==> config.mk <==
export PLATFORM = sky130hd
export DESIGN_NAME = bsg_link_oddr_phy_sched
export DESIGN_NICKNAME = d
export VERILOG_FILES = /design/src/rtl/bsg_link_oddr_phy_sched.sv
export SDC_FILE = /design/constraint.sdc
export NUM_CORES = 1
export LEC_CHECK = 0
export BUFFER_PORTS_ARGS = -buffer_cell sky130_fd_sc_hd__buf_2
export CORE_UTILIZATION = 38
export CTS_CLUSTER_DIAMETER = 120
export CTS_CLUSTER_SIZE = 14
export DETAILED_ROUTE_END_ITERATION = 16
export HOLD_SLACK_MARGIN = 0.02
export PLACE_DENSITY = 0.84
export SETUP_SLACK_MARGIN = 0.05
export SYNTH_ARGS = -nofsm -noshare
export SYNTH_HDL_FRONTEND = slang
export SYNTH_SLANG_ARGS = --single-unit
==> constraint.sdc <==
create_clock -name clk_i -period 3.4 [get_ports clk_i]
set_input_delay 0.34 -clock clk_i [delete_from_list [all_inputs] [get_ports clk_i]]
set_output_delay 0.34 -clock clk_i [all_outputs]
set_load 0.02 [all_outputs]
==> src/rtl/bsg_link_oddr_phy_sched.sv <==
// Transmit scheduler sharing one DDR output PHY between num_ch_p credit-gated channels.
// Optional per-channel grant statistics: define BSG_LINK_SCHED_STATS_EN.
module bsg_link_oddr_phy_sched #(
    parameter int unsigned num_ch_p        = 4,
    parameter int unsigned payload_width_p = 29,
    parameter int unsigned credit_p        = 8,
    parameter int unsigned train_words_p   = 16,
    localparam int unsigned lg_ch_lp       = $clog2(num_ch_p),
    localparam int unsigned phy_width_lp   = payload_width_p + lg_ch_lp + 1,
    localparam int unsigned lg_credit_lp   = $clog2(credit_p + 1)
) (
    input  logic                                clk_i,
    input  logic                                reset_n_i,
    input  logic [num_ch_p-1:0]                 ch_v_i,
    input  logic [num_ch_p*payload_width_p-1:0] ch_data_i,
    output logic [num_ch_p-1:0]                 ch_yumi_o,
    input  logic                                credit_v_i,
    input  logic [lg_ch_lp-1:0]                 credit_ch_i,
    input  logic                                phy_ready_i,
    output logic [phy_width_lp-1:0]             phy_data_o,
    output logic                                link_up_o,
    output logic                                credit_err_o,
    output logic [num_ch_p*16-1:0]              stat_grants_o
);

    localparam int unsigned lg_train_lp = (train_words_p > 1) ? $clog2(train_words_p) : 1;

    // Training pattern: MSB (valid) clear, odd bit positions set (0x2AAAAAAA at 32 bits).
    function automatic logic [phy_width_lp-1:0] train_word_f();
        logic [phy_width_lp-1:0] w;
        w = '0;
        for (int k = 1; k < int'(phy_width_lp) - 1; k += 2) begin
            w[k] = 1'b1;
        end
        return w;
    endfunction

    localparam logic [phy_width_lp-1:0] train_word_lp = train_word_f();
    localparam logic [lg_credit_lp-1:0] credit_full_lp = lg_credit_lp'(credit_p);
    localparam logic [lg_train_lp-1:0]  train_last_lp  = lg_train_lp'(train_words_p - 1);

    typedef enum logic {
        e_train,
        e_run
    } state_e;

    state_e                  state_r, state_n;
    logic [lg_train_lp-1:0]  train_cnt_r, train_cnt_n;
    logic [lg_ch_lp-1:0]     ptr_r, ptr_n;
    logic [lg_credit_lp-1:0] credit_r [num_ch_p];
    logic                    credit_err_r;
    logic [num_ch_p-1:0]     eligible;
    logic [num_ch_p-1:0]     credit_ret;
    logic [num_ch_p-1:0]     credit_full;
    logic                    credit_err_set;
    logic                    grant_v;
    logic [lg_ch_lp-1:0]     grant_id;
    logic [lg_ch_lp-1:0]     search_idx;

    always_comb begin
        for (int unsigned i = 0; i < num_ch_p; i++) begin
            eligible[i]    = ch_v_i[i] && (credit_r[i] != '0);
            credit_ret[i]  = credit_v_i && (credit_ch_i == lg_ch_lp'(i));
            credit_full[i] = (credit_r[i] == credit_full_lp);
        end
    end

    // A return to a full counter is only legal when the same channel is granted that cycle.
    assign credit_err_set = |(credit_ret & credit_full & ~ch_yumi_o);

    // Next state, round-robin arbitration and PHY word mux.
    always_comb begin
        state_n     = state_r;
        train_cnt_n = train_cnt_r;
        ptr_n       = ptr_r;
        grant_v     = 1'b0;
        grant_id    = '0;
        search_idx  = '0;
        ch_yumi_o   = '0;
        phy_data_o  = '0;
        case (state_r)
            e_train: begin
                phy_data_o = train_word_lp;
                if (phy_ready_i) begin
                    if (train_cnt_r == train_last_lp) begin
                        state_n = e_run;
                    end else begin
                        train_cnt_n = train_cnt_r + lg_train_lp'(1);
                    end
                end
            end
            e_run: begin
                // Gated by reset so a word being dropped is never acknowledged.
                if (phy_ready_i && reset_n_i) begin
                    for (int unsigned off = 1; off <= num_ch_p; off++) begin
                        search_idx = ptr_r + lg_ch_lp'(off);
                        if (!grant_v && eligible[search_idx]) begin
                            grant_v  = 1'b1;
                            grant_id = search_idx;
                        end
                    end
                end
                if (grant_v) begin
                    ch_yumi_o[grant_id] = 1'b1;
                    phy_data_o = {1'b1, grant_id,
                                  ch_data_i[grant_id*payload_width_p +: payload_width_p]};
                    ptr_n = grant_id;
                end
            end
            default: state_n = e_train;
        endcase
    end

    always_ff @(posedge clk_i) begin
        if (!reset_n_i) begin
            state_r      <= e_train;
            train_cnt_r  <= '0;
            ptr_r        <= lg_ch_lp'(num_ch_p - 1);
            credit_err_r <= 1'b0;
        end else begin
            state_r     <= state_n;
            train_cnt_r <= train_cnt_n;
            ptr_r       <= ptr_n;
            if (credit_err_set) begin
                credit_err_r <= 1'b1;
            end
        end
    end

    // Per-channel credit counters; simultaneous grant and return cancel out.
    for (genvar i = 0; i < num_ch_p; i++) begin : g_credit
        always_ff @(posedge clk_i) begin
            if (!reset_n_i) begin
                credit_r[i] <= credit_full_lp;
            end else if (credit_ret[i] && !ch_yumi_o[i]) begin
                if (!credit_full[i]) begin
                    credit_r[i] <= credit_r[i] + lg_credit_lp'(1);
                end
            end else if (!credit_ret[i] && ch_yumi_o[i]) begin
                credit_r[i] <= credit_r[i] - lg_credit_lp'(1);
            end
        end
    end

    assign link_up_o    = (state_r == e_run);
    assign credit_err_o = credit_err_r;

`ifdef BSG_LINK_SCHED_STATS_EN
    for (genvar i = 0; i < num_ch_p; i++) begin : g_stat
        logic [15:0] stat_r;
        always_ff @(posedge clk_i) begin
            if (!reset_n_i) begin
                stat_r <= '0;
            end else if (ch_yumi_o[i]) begin
                stat_r <= stat_r + 16'd1;
            end
        end
        assign stat_grants_o[i*16 +: 16] = stat_r;
    end
`else
    assign stat_grants_o = '0;
`endif

endmodule

==> results of run 1 <==
==> repair_timing <==
action | in CTS | in global routing
pin swaps | 2 | 2
cloned | 0 | 2
setup endpoints to repair | 29 | 33
resized for setup | 6 | 26
buffers inserted | 9 | 3
==> power by group through the flow <==
stage / Sequential (W) / Combinational (W) / Clock (W)
2_1_floorplan: 0.000340 / 0.000242 / 0
3_3_place_gp: 0.000342 / 0.000287 / 0
3_5_place_dp: 0.000343 / 0.000295 / 0
4_1_cts: 0.000335 / 0.000306 / 0.000200
5_1_grt: 0.000339 / 0.000350 / 0.000213
6_report: 0.000337 / 0.000325 / 0.000199
==> how the worst max path moves through the flow <==
stage                        start              to
global route        credit_r[0][0]  phy_data_o[24]
global placement    credit_r[0][0]  credit_r[2][3]
finish              credit_r[3][1]  phy_data_o[24]
floorplan           credit_r[0][0]  credit_r[2][3]
detailed placement  credit_r[0][0]  credit_r[2][3]
CTS                 credit_r[0][0]  phy_data_o[28]
==> cell type report <==
cell class | instances | area (um^2)
clock buffer | 4 | 55.05
inverter | 15 | 61.31
multi-input combinational | 318 | 2271
sequential | 24 | 640.6
tap | 105 | 131.4
fill | 748 | 3914
timing repair buffer | 196 | 1185
==> metal layers <==
layer | global-route usage [%] | vias to the layer above
met5 | 0 | -
met4 | 3.590 | 0
met2 | 37.68 | 184
li1 | - | 1633
met1 | 25.29 | 1620
met3 | 5.153 | 16
==> cell families after synthesis <==
kind of cell	count (synthesis)
AO/OA/AOI/OAI	81
adder cells (fa/ha/maj)	10
XOR/XNOR	9
buffers and inverters	103
other	1
flip-flops	24
multiplexers	51
AND/OR/NAND/NOR	103
==> state kept, by name, indices dropped and copies added, names as in the netlist <==
name / flops
credit_r: 16
ptr_r: 2
train_cnt_r: 4
credit_err_o: 1
link_up_o: 1
==> worst max-delay path: stages (launching register included) <==
cell	delay [ns]
edfxtp_1	0.41
inv_1	0.07
ha_2	0.20
or3b_4	0.40
a21boi_2	0.19
o21bai_4	0.16
buf_4	0.15
nor2_4	0.04
buf_12	0.14
clkbuf_16	0.16
mux2_2	0.22
nor2_1	0.04
a211oi_1	0.28
buf_2	0.22
==> synth_stat cells, drive strengths merged, types with 5 or more instances <==
library cell and number:
buf 78, nand2 15, ha 9, edfxtp 16, dfxtp 8, nand4 5
a22oi 15, nor3 10, inv 15, mux2 16, clkbuf 10, o221ai 15
nand3 9, a21oi 10, or3 5, a211oi 16, mux2i 34, xor2 8
nor2 35
==> per-stage QoR <==
| stage | setup TNS [ns] | worst slack, ns | hold slack (ns) | power [W] |
|---|---|---|---|---|
| 4_1_cts | 0 | 0.04565 | 0.3654 | 0.0008415 |
| 5_1_grt | -0.01107 | -0.006061 | 0.3713 | 0.0009020 |
| 3_3_place_gp | 0 | 0.1607 | 0.4896 | 0.0006287 |
| 3_5_place_dp | 0 | 0.07637 | 0.5288 | 0.0006384 |
| 6_report | 0 | 0.09375 | 0.3670 | 0.0008603 |
| 2_1_floorplan | 0 | 0.09293 | 0.4716 | 0.0005825 |
==> results.md, run 1 <==
* Status: finished clean
* Site Rows at 33
* Crit path time final at 3.306 ns
* Commonest non-fill, non-tap cell in the layout: buf_2
* Post-Syn Area at around 3200 um^2
* DIE WIDTH at between 90 and 100 um
* Slew Limit Fails at 0
* P_leak at approximately 2 nW
* EDFF count, synth at 16
* Initial Util at about two fifths
* Grt total ovfl at 0
* Final setup viols at 0
* Fin area at roughly 4300 um^2
* Clock latency on the worst-skew pair at about 0.27 ns
* Die area at a little under 9000 um^2
* IO Count at between 200 and 250
* R2R depth at 13
* Vias at between 3000 and 4000
* Ys Warns at 0
* Non-filler cells, final at about 660
* Placed Area at about 4000 um^2
* Comb pwr share at between 30 and 40%
* Final Core Density at a little over half
* Met3 routed WL at approximately 840 um
* Die Y at approximately 94 um
* Switching pwr at approximately 0.00030 W
* Final hold violations at 0
* Post-synthesis mux area share at 16.74%
* FF-to-FF setup slack at 0.20 ns
* Layout cells sized above 1 at around 44%
* DR WL/cell at between 15 and 20 um
* Pin count of the biggest net entering global routing at between 40 and 50
* Antenna-violating nets left at 0
* First-pass GRT wire length at 14480 um
* DR top layer: met4
* Area growth from synthesis to layout at 33.95%
* Clock Sinks at 24
* Port bufs at roughly 160
* Clock Skew at around 0.0030 ns
* Worst path required time at 3.06 ns
* Xor-xnor portion of the synthesized cell area at 2.431%
* H-tree depth reported by CTS at 1
* Distinct cell type count of the synthesized netlist at 57
* Cts hold-fix bufs at 0
* Hold depth at 2
* M1 WL at ~4200 um
* Sequential area share after synthesis at 19.75%
* Crit share post-route at 97.24%
* Vias in the first global route at around 3000
* Post-DP HPWL at 8325 um
* Largest family of logic cells by synthesized area: buffers and inverters
* Worst hold start: reset_n_i
* Clock group share of total power at between 20% and 30%
* Largest area contributor in the netlist: buf_4
* DRT iter0 DRCs at about 190
* RR Startpoint: credit_r[1][1]
* Most frequent cells in the layout: buf_2 (155), conb_1 (64), mux2i_1 (34)
* CP Max Fanout at 9
* Async SR Flop Fraction at 0%
* Synth Instances at between 300 and 400
* Drt drc at 0
* Root buffer cell: clkbuf_8
* Crit start category: flop
* Critical path type: flop to output port
* Slew headroom at around three fifths
* CTS tree: done
* Max cap viols at 0
* Net Sw Frac at 34.60%
* Fmax at about 0.3 GHz
* Power Internal at roughly 0.00056 W
* Total global-route track usage at between 20% and 30%
* Critical Path AT at 2.97 ns
* Placer congestion estimate at ~0.87
* Synth top area share at 15.97%
* Endpoint class of the critical path: output port
* Yosys reg bits at 24
* Clk slew on worst S/H paths at ~0.09 ns
* Layout Nets at slightly below 700
* R2R Path End: credit_r[2][3]
* CTS buffer count at 3
* Post-synthesis compound-gate area fraction at a little under a fifth
* Ant diodes at 0
* WL final at between 10000 and 15000 um
* Max rail drop VDD at approximately 180 uV
* Top cells by area, synth: buf_4 (16%), edfxtp_1 (15%), mux2i_1 (10%), mux2_2 (5.6%), dfxtp_1 (4.9%)
* Simple-gate share of the synthesized area at 16.67%
* Clock tree buffer depth at 2
* First-pass DRT Iterations at 5
* Core region area at about 8300 um^2
* Worst Hold Path EP: ptr_r[0]
* Initial antenna violation count at 0
* Adder-cell share of the synthesized area at roughly 4.1%
* Sequential power share at about two fifths
* Min-delay worst type: input pin to flop
* Mean post-synth cell area at 8.490 um^2
* RSZ-0062 raised after global routing: true
* # placed instances at approximately 640
* Ys flop type: edfxtp_1
* Routed wl met2 at 5513 um
* Vias per cell at ~5.2
* Slew @ Worst Pin at 0.6000 ns
* Cell Pwr Density at ~200 nW/um^2
No activity file was read; power rests on OpenSTA's default activity.
==> run 2: changes to the inputs <==
--- a/config.mk
+++ b/config.mk
@@ -5,13 +5,15 @@
 export SDC_FILE = /design/constraint.sdc
 export NUM_CORES = 1
 export LEC_CHECK = 0
+export ABC_AREA = 1
 export BUFFER_PORTS_ARGS = -buffer_cell sky130_fd_sc_hd__buf_2
-export CORE_UTILIZATION = 38
+export CORE_UTILIZATION = 45
 export CTS_CLUSTER_DIAMETER = 120
 export CTS_CLUSTER_SIZE = 14
 export DETAILED_ROUTE_END_ITERATION = 16
 export HOLD_SLACK_MARGIN = 0.02
-export PLACE_DENSITY = 0.84
+export PLACE_DENSITY = 0.89
+export RECOVER_POWER = 25
 export SETUP_SLACK_MARGIN = 0.05
 export SYNTH_ARGS = -nofsm -noshare
 export SYNTH_HDL_FRONTEND = slang
==> constraint.sdc (replaced) <==
create_clock -name clk_i -period 3.35 [get_ports clk_i]
set_input_delay 0.335 -clock clk_i [delete_from_list [all_inputs] [get_ports clk_i]]
set_output_delay 0.335 -clock clk_i [all_outputs]
set_load 0.02 [all_outputs]
==> run 2 against run 1 <==
- clock power up 2%
- first-iteration DRC count up 0.54%
- sequential share of layout area down 0.86 points
- global-route usage up 2.3 points
- synthesized area up 15%
- worst hold slack better by 0.042 ns
- combinational power up 11%
- clock skew down 0.00067 ns
- clock-buffer cell count unchanged
- wire length up 6.9%
- critical path type unchanged
- critical endpoint is now phy_data_o[16]
==> results.md, run 2 <==
* Mean post-synth cell area at 6.449 um^2 (was 8.490 um^2)
* Yosys reg bits at 24 (unchanged)
* Synth Instances at 578 (was 382)
* Grt total ovfl at 0 (unchanged)
* IO Count at 228 (unchanged)
* Slew Limit Fails at 0 (unchanged)
* Clk slew on worst S/H paths at 0.09 ns (about the same)
* Vias at 4003 (was 3453)
* Area growth from synthesis to layout at 23.77% (was 33.95%)
* Clock Skew at 0.002336 ns (was 0.003007 ns)
* Crit path cell chain: inv_1 -> ha_1 -> nand2_2 -> nand3_1 -> nand2_1 -> nand2_1 -> nand2_2 -> nand4_2 -> nand2_2 -> nand3_4 -> nand3_4 -> buf_4 -> nor2_1 -> a21oi_1 -> a21oi_2 -> buf_2 (was inv_1 -> ha_2 -> or3b_4 -> a21boi_2 -> o21bai_4 -> buf_4 -> nor2_4 -> buf_12 -> clkbuf_16 -> mux2_2 -> nor2_1 -> a211oi_1 -> buf_2)
* R2R Path End: credit_r[2][3] (unchanged)
* Clock tree buffer depth at 2 (unchanged)
* Max cap viols at 0 (unchanged)
* EDFF count, synth at 16 (unchanged)
* Initial Util at 47.26% (was 39.27%)
* Antenna-violating nets left at 0 (unchanged)
* Max rail drop VDD at 239.9 uV (was 176.2 uV)
* First-pass GRT wire length at 16010 um (was 14480 um)
* Most frequent cells in the layout: buf_2 (159), nand2_1 (148), inv_1 (69) (was buf_2 (155), conb_1 (64), mux2i_1 (34))
* Drt drc at 0 (unchanged)
* First-pass DRT Iterations at 5 (unchanged)
* DR WL/cell at 13.41 um (was 16.15 um)
* Synth top area share at 15.31% (was 15.97%)
* Worst Hold Path EP: ptr_r[1] (was ptr_r[0])
* Distinct cell type count of the synthesized netlist at 41 (was 57)
* RR Startpoint: credit_r[0][0] (was credit_r[1][1])
* Post-Syn Area at 3727 um^2 (was 3243 um^2)
* Largest regs: credit_r (16), train_cnt_r (4), ptr_r (2) (unchanged)
* Cell Pwr Density at 196.1 nW/um^2 (was 198.0 nW/um^2)
* Crit share post-route at a little over nine tenths
* Min-delay worst type: input pin to flop (unchanged)
* Layout Nets at 888 (was 694)
* Clock Sinks at 24 (unchanged)
* Ys flop type: edfxtp_1 (unchanged)
* CP Max Fanout at 12 (was 9)
* Hold depth at 2 (unchanged)
* Most instantiated cells after synthesis: nand2_1 (152), inv_1 (70), buf_4 (67), nand3_1 (47), a21oi_1 (40) (was buf_4 (69), nor2_1 (35), mux2i_1 (34))
* R2R depth at 19 (was 13)
* Commonest non-fill, non-tap cell in the layout: buf_2 (unchanged)
* Fin area at 4613 um^2 (was 4344 um^2)
* Async SR Flop Fraction at 0% (unchanged)
* Largest area contributor in the netlist: nand2_1 (was buf_4)
* Pin count of the biggest net entering global routing at 21 (was 46)
* Worst path required time at 3.01 ns (was 3.06 ns)
* Root buffer cell: clkbuf_8 (unchanged)
* Final Core Density at 58.49% (was 52.61%)
* Port bufs at 163 (unchanged)
* Clock latency on the worst-skew pair at 0.27 ns (about the same)
* Most used cell, CP: nand2_2
* P_leak at 2.546 nW (was 1.976 nW)
* Fill count at 765 (was 748)
* Core region area at 7888 um^2 (was 8258 um^2)
* Status: finished clean (unchanged)
* Setup TNS at 0 ns (unchanged)
* Crit-path slowest cell: edfxtp_1 (unchanged)
* Placer congestion estimate at 0.8903 (was 0.8695)
* Die Y at 93.01 um (was 94.38 um)
* Most frequent cell after synthesis: nand2_1 (was buf_4)
* Power Total at 0.0009047 W (was 0.0008603 W)
* Largest Register: credit_r (unchanged)
* RSZ-0062 raised after global routing: true (unchanged)
* DIE WIDTH at 93.01 um (was 94.38 um)
* Cts hold-fix bufs at 0 (unchanged)
* Sequential area share after synthesis at 17.19% (was 19.75%)
* Largest register FFs at 16 (unchanged)
* Worst path max stage delay at 0.40 ns (was 0.41 ns)
* Vias in the first global route at 3335 (was 2992)
* Vias per cell at 4.693 (was 5.216)
* H-tree depth reported by CTS at 1 (unchanged)
* Critical Path AT at 2.83 ns (was 2.97 ns)
* Layout cells sized above 1 at 35.55% (was 44.34%)
* Total global-route track usage at 23.21% (was 20.93%)
* Crit path time final at 3.168 ns
* Top cells by area, synth: nand2_1 (15%), buf_4 (13%), edfxtp_1 (13%), inv_1 (7.0%), nand3_1 (6.3%) (was buf_4 (16%), edfxtp_1 (15%), mux2i_1 (10%), mux2_2 (5.6%), dfxtp_1 (4.9%))
* Die area at 8651 um^2 (was 8908 um^2)
* Final hold violations at 0 (unchanged)
* Fmax at between 0.3 and 0.4 GHz
* Ant diodes at 0 (unchanged)
* Final setup viols at 0 (unchanged)
* Worst hold start: reset_n_i (unchanged)
* Endpoint class of the critical path: output port (unchanged)
* DRT iter0 DRCs at 186 (was 185)
* Crit start category: flop (unchanged)
* Site Rows at 32 (was 33)
* WL final at 11440 um (was 10690 um)
* Placed Area at 4345 um^2 (was 4001 um^2)
* Initial antenna violation count at 0 (unchanged)
* CTS buffer count at 3 (unchanged)
* Final hold slack at 0.4092 ns (was 0.3670 ns)
* Ys Warns at 0 (unchanged)
* Post-DP HPWL at 8898 um (was 8325 um)
* CTS tree: done (unchanged)
* FF-to-FF setup slack at 0.25 ns (was 0.20 ns)
* Critical path type: flop to output port (unchanged)
## run 2: where the power goes
part / switching (W) / internal (W) / leakage, nW
clock network: 0.0000972 / 0.000105 / 0.0288
registers: 0.0000112 / 0.000330 / 0.218
logic: 0.000230 / 0.000132 / 2.30
## run 2: cell families (layout without fill, tap and decap cells)
group                      Yosys count  count (layout)  share of synthesized area, %
adders and majority gates           10              10                         3.558
muxes                                2               2                        0.5371
and+or+nand+nor                    292             294                         38.74
xor gates and xnor gates            12              12                         3.021
buffers and inverters              159             267                         24.14
other                                1              64                        0.1006
AOI/OAI and AO/OA                   78              78                         12.72
DFF                                 24              24                         17.19
## run 2: worst max-delay path by stage
| stage | start | to | slack [ns] |
|---|---|---|---|
| 3_5_place_dp | credit_r[0][0] | credit_r[2][3] | 0.15 |
| 4_1_cts | credit_r[0][0] | phy_data_o[8] | 0.05 |
| 2_1_floorplan | credit_r[1][0] | credit_r[2][3] | 0.35 |
| 3_3_place_gp | credit_r[0][0] | credit_r[2][3] | 0.31 |
| 6_report | credit_r[0][0] | phy_data_o[16] | 0.18 |
| 5_1_grt | credit_r[0][0] | phy_data_o[21] | -0.009 |
## run 2: per-layer routing
| metal | vias up | global-route usage [%] | share of wire [%] |
|---|---|---|---|
| met5 | - | 0 | 0 |
| met4 | 0 | 4.744 | 1.4 |
| met3 | 16 | 1.951 | 7.3 |
| met2 | 159 | 39.46 | 49 |
| met1 | 1779 | 32.05 | 43 |
| li1 | 2049 | - | - |
## run 2: stage by stage
stage	std cells	setup slack, ns
after floorplan	641	0.3471
after global placement	831	0.3141
after detailed placement	831	0.1484
after CTS	837	0.05377
after global routing	853	-0.008655
final	853	0.1818
## run 2: repair_timing
action	CTS	global route
endpoints found under the setup margin	17	31
gates resized for setup	2	16
pin swaps	1	7
cloned	1	1
setup buffers	1	15
## run 2: layout make-up
class | instances | area (um^2) | area share [%]
Clock buffer | 4 | 55.05 | 1.193
Timing Repair Buffer | 185 | 1008 | 21.86
Sequential cell | 24 | 640.6 | 13.89
Tap cell | 102 | 127.6 | 2.766
Inverter | 78 | 296.5 | 6.428
Multi-Input combinational cell | 460 | 2485 | 53.86
## run 2: worst max-delay path, delay by kind of cell, from the launching register on
family,cells,cell delay [ns]
AND/OR/NAND/NOR,10,1.16
adder cells (fa/ha/maj),1,0.24
buffers and inverters,3,0.43
AO/OA/AOI/OAI,2,0.31
flip-flops,1,0.40
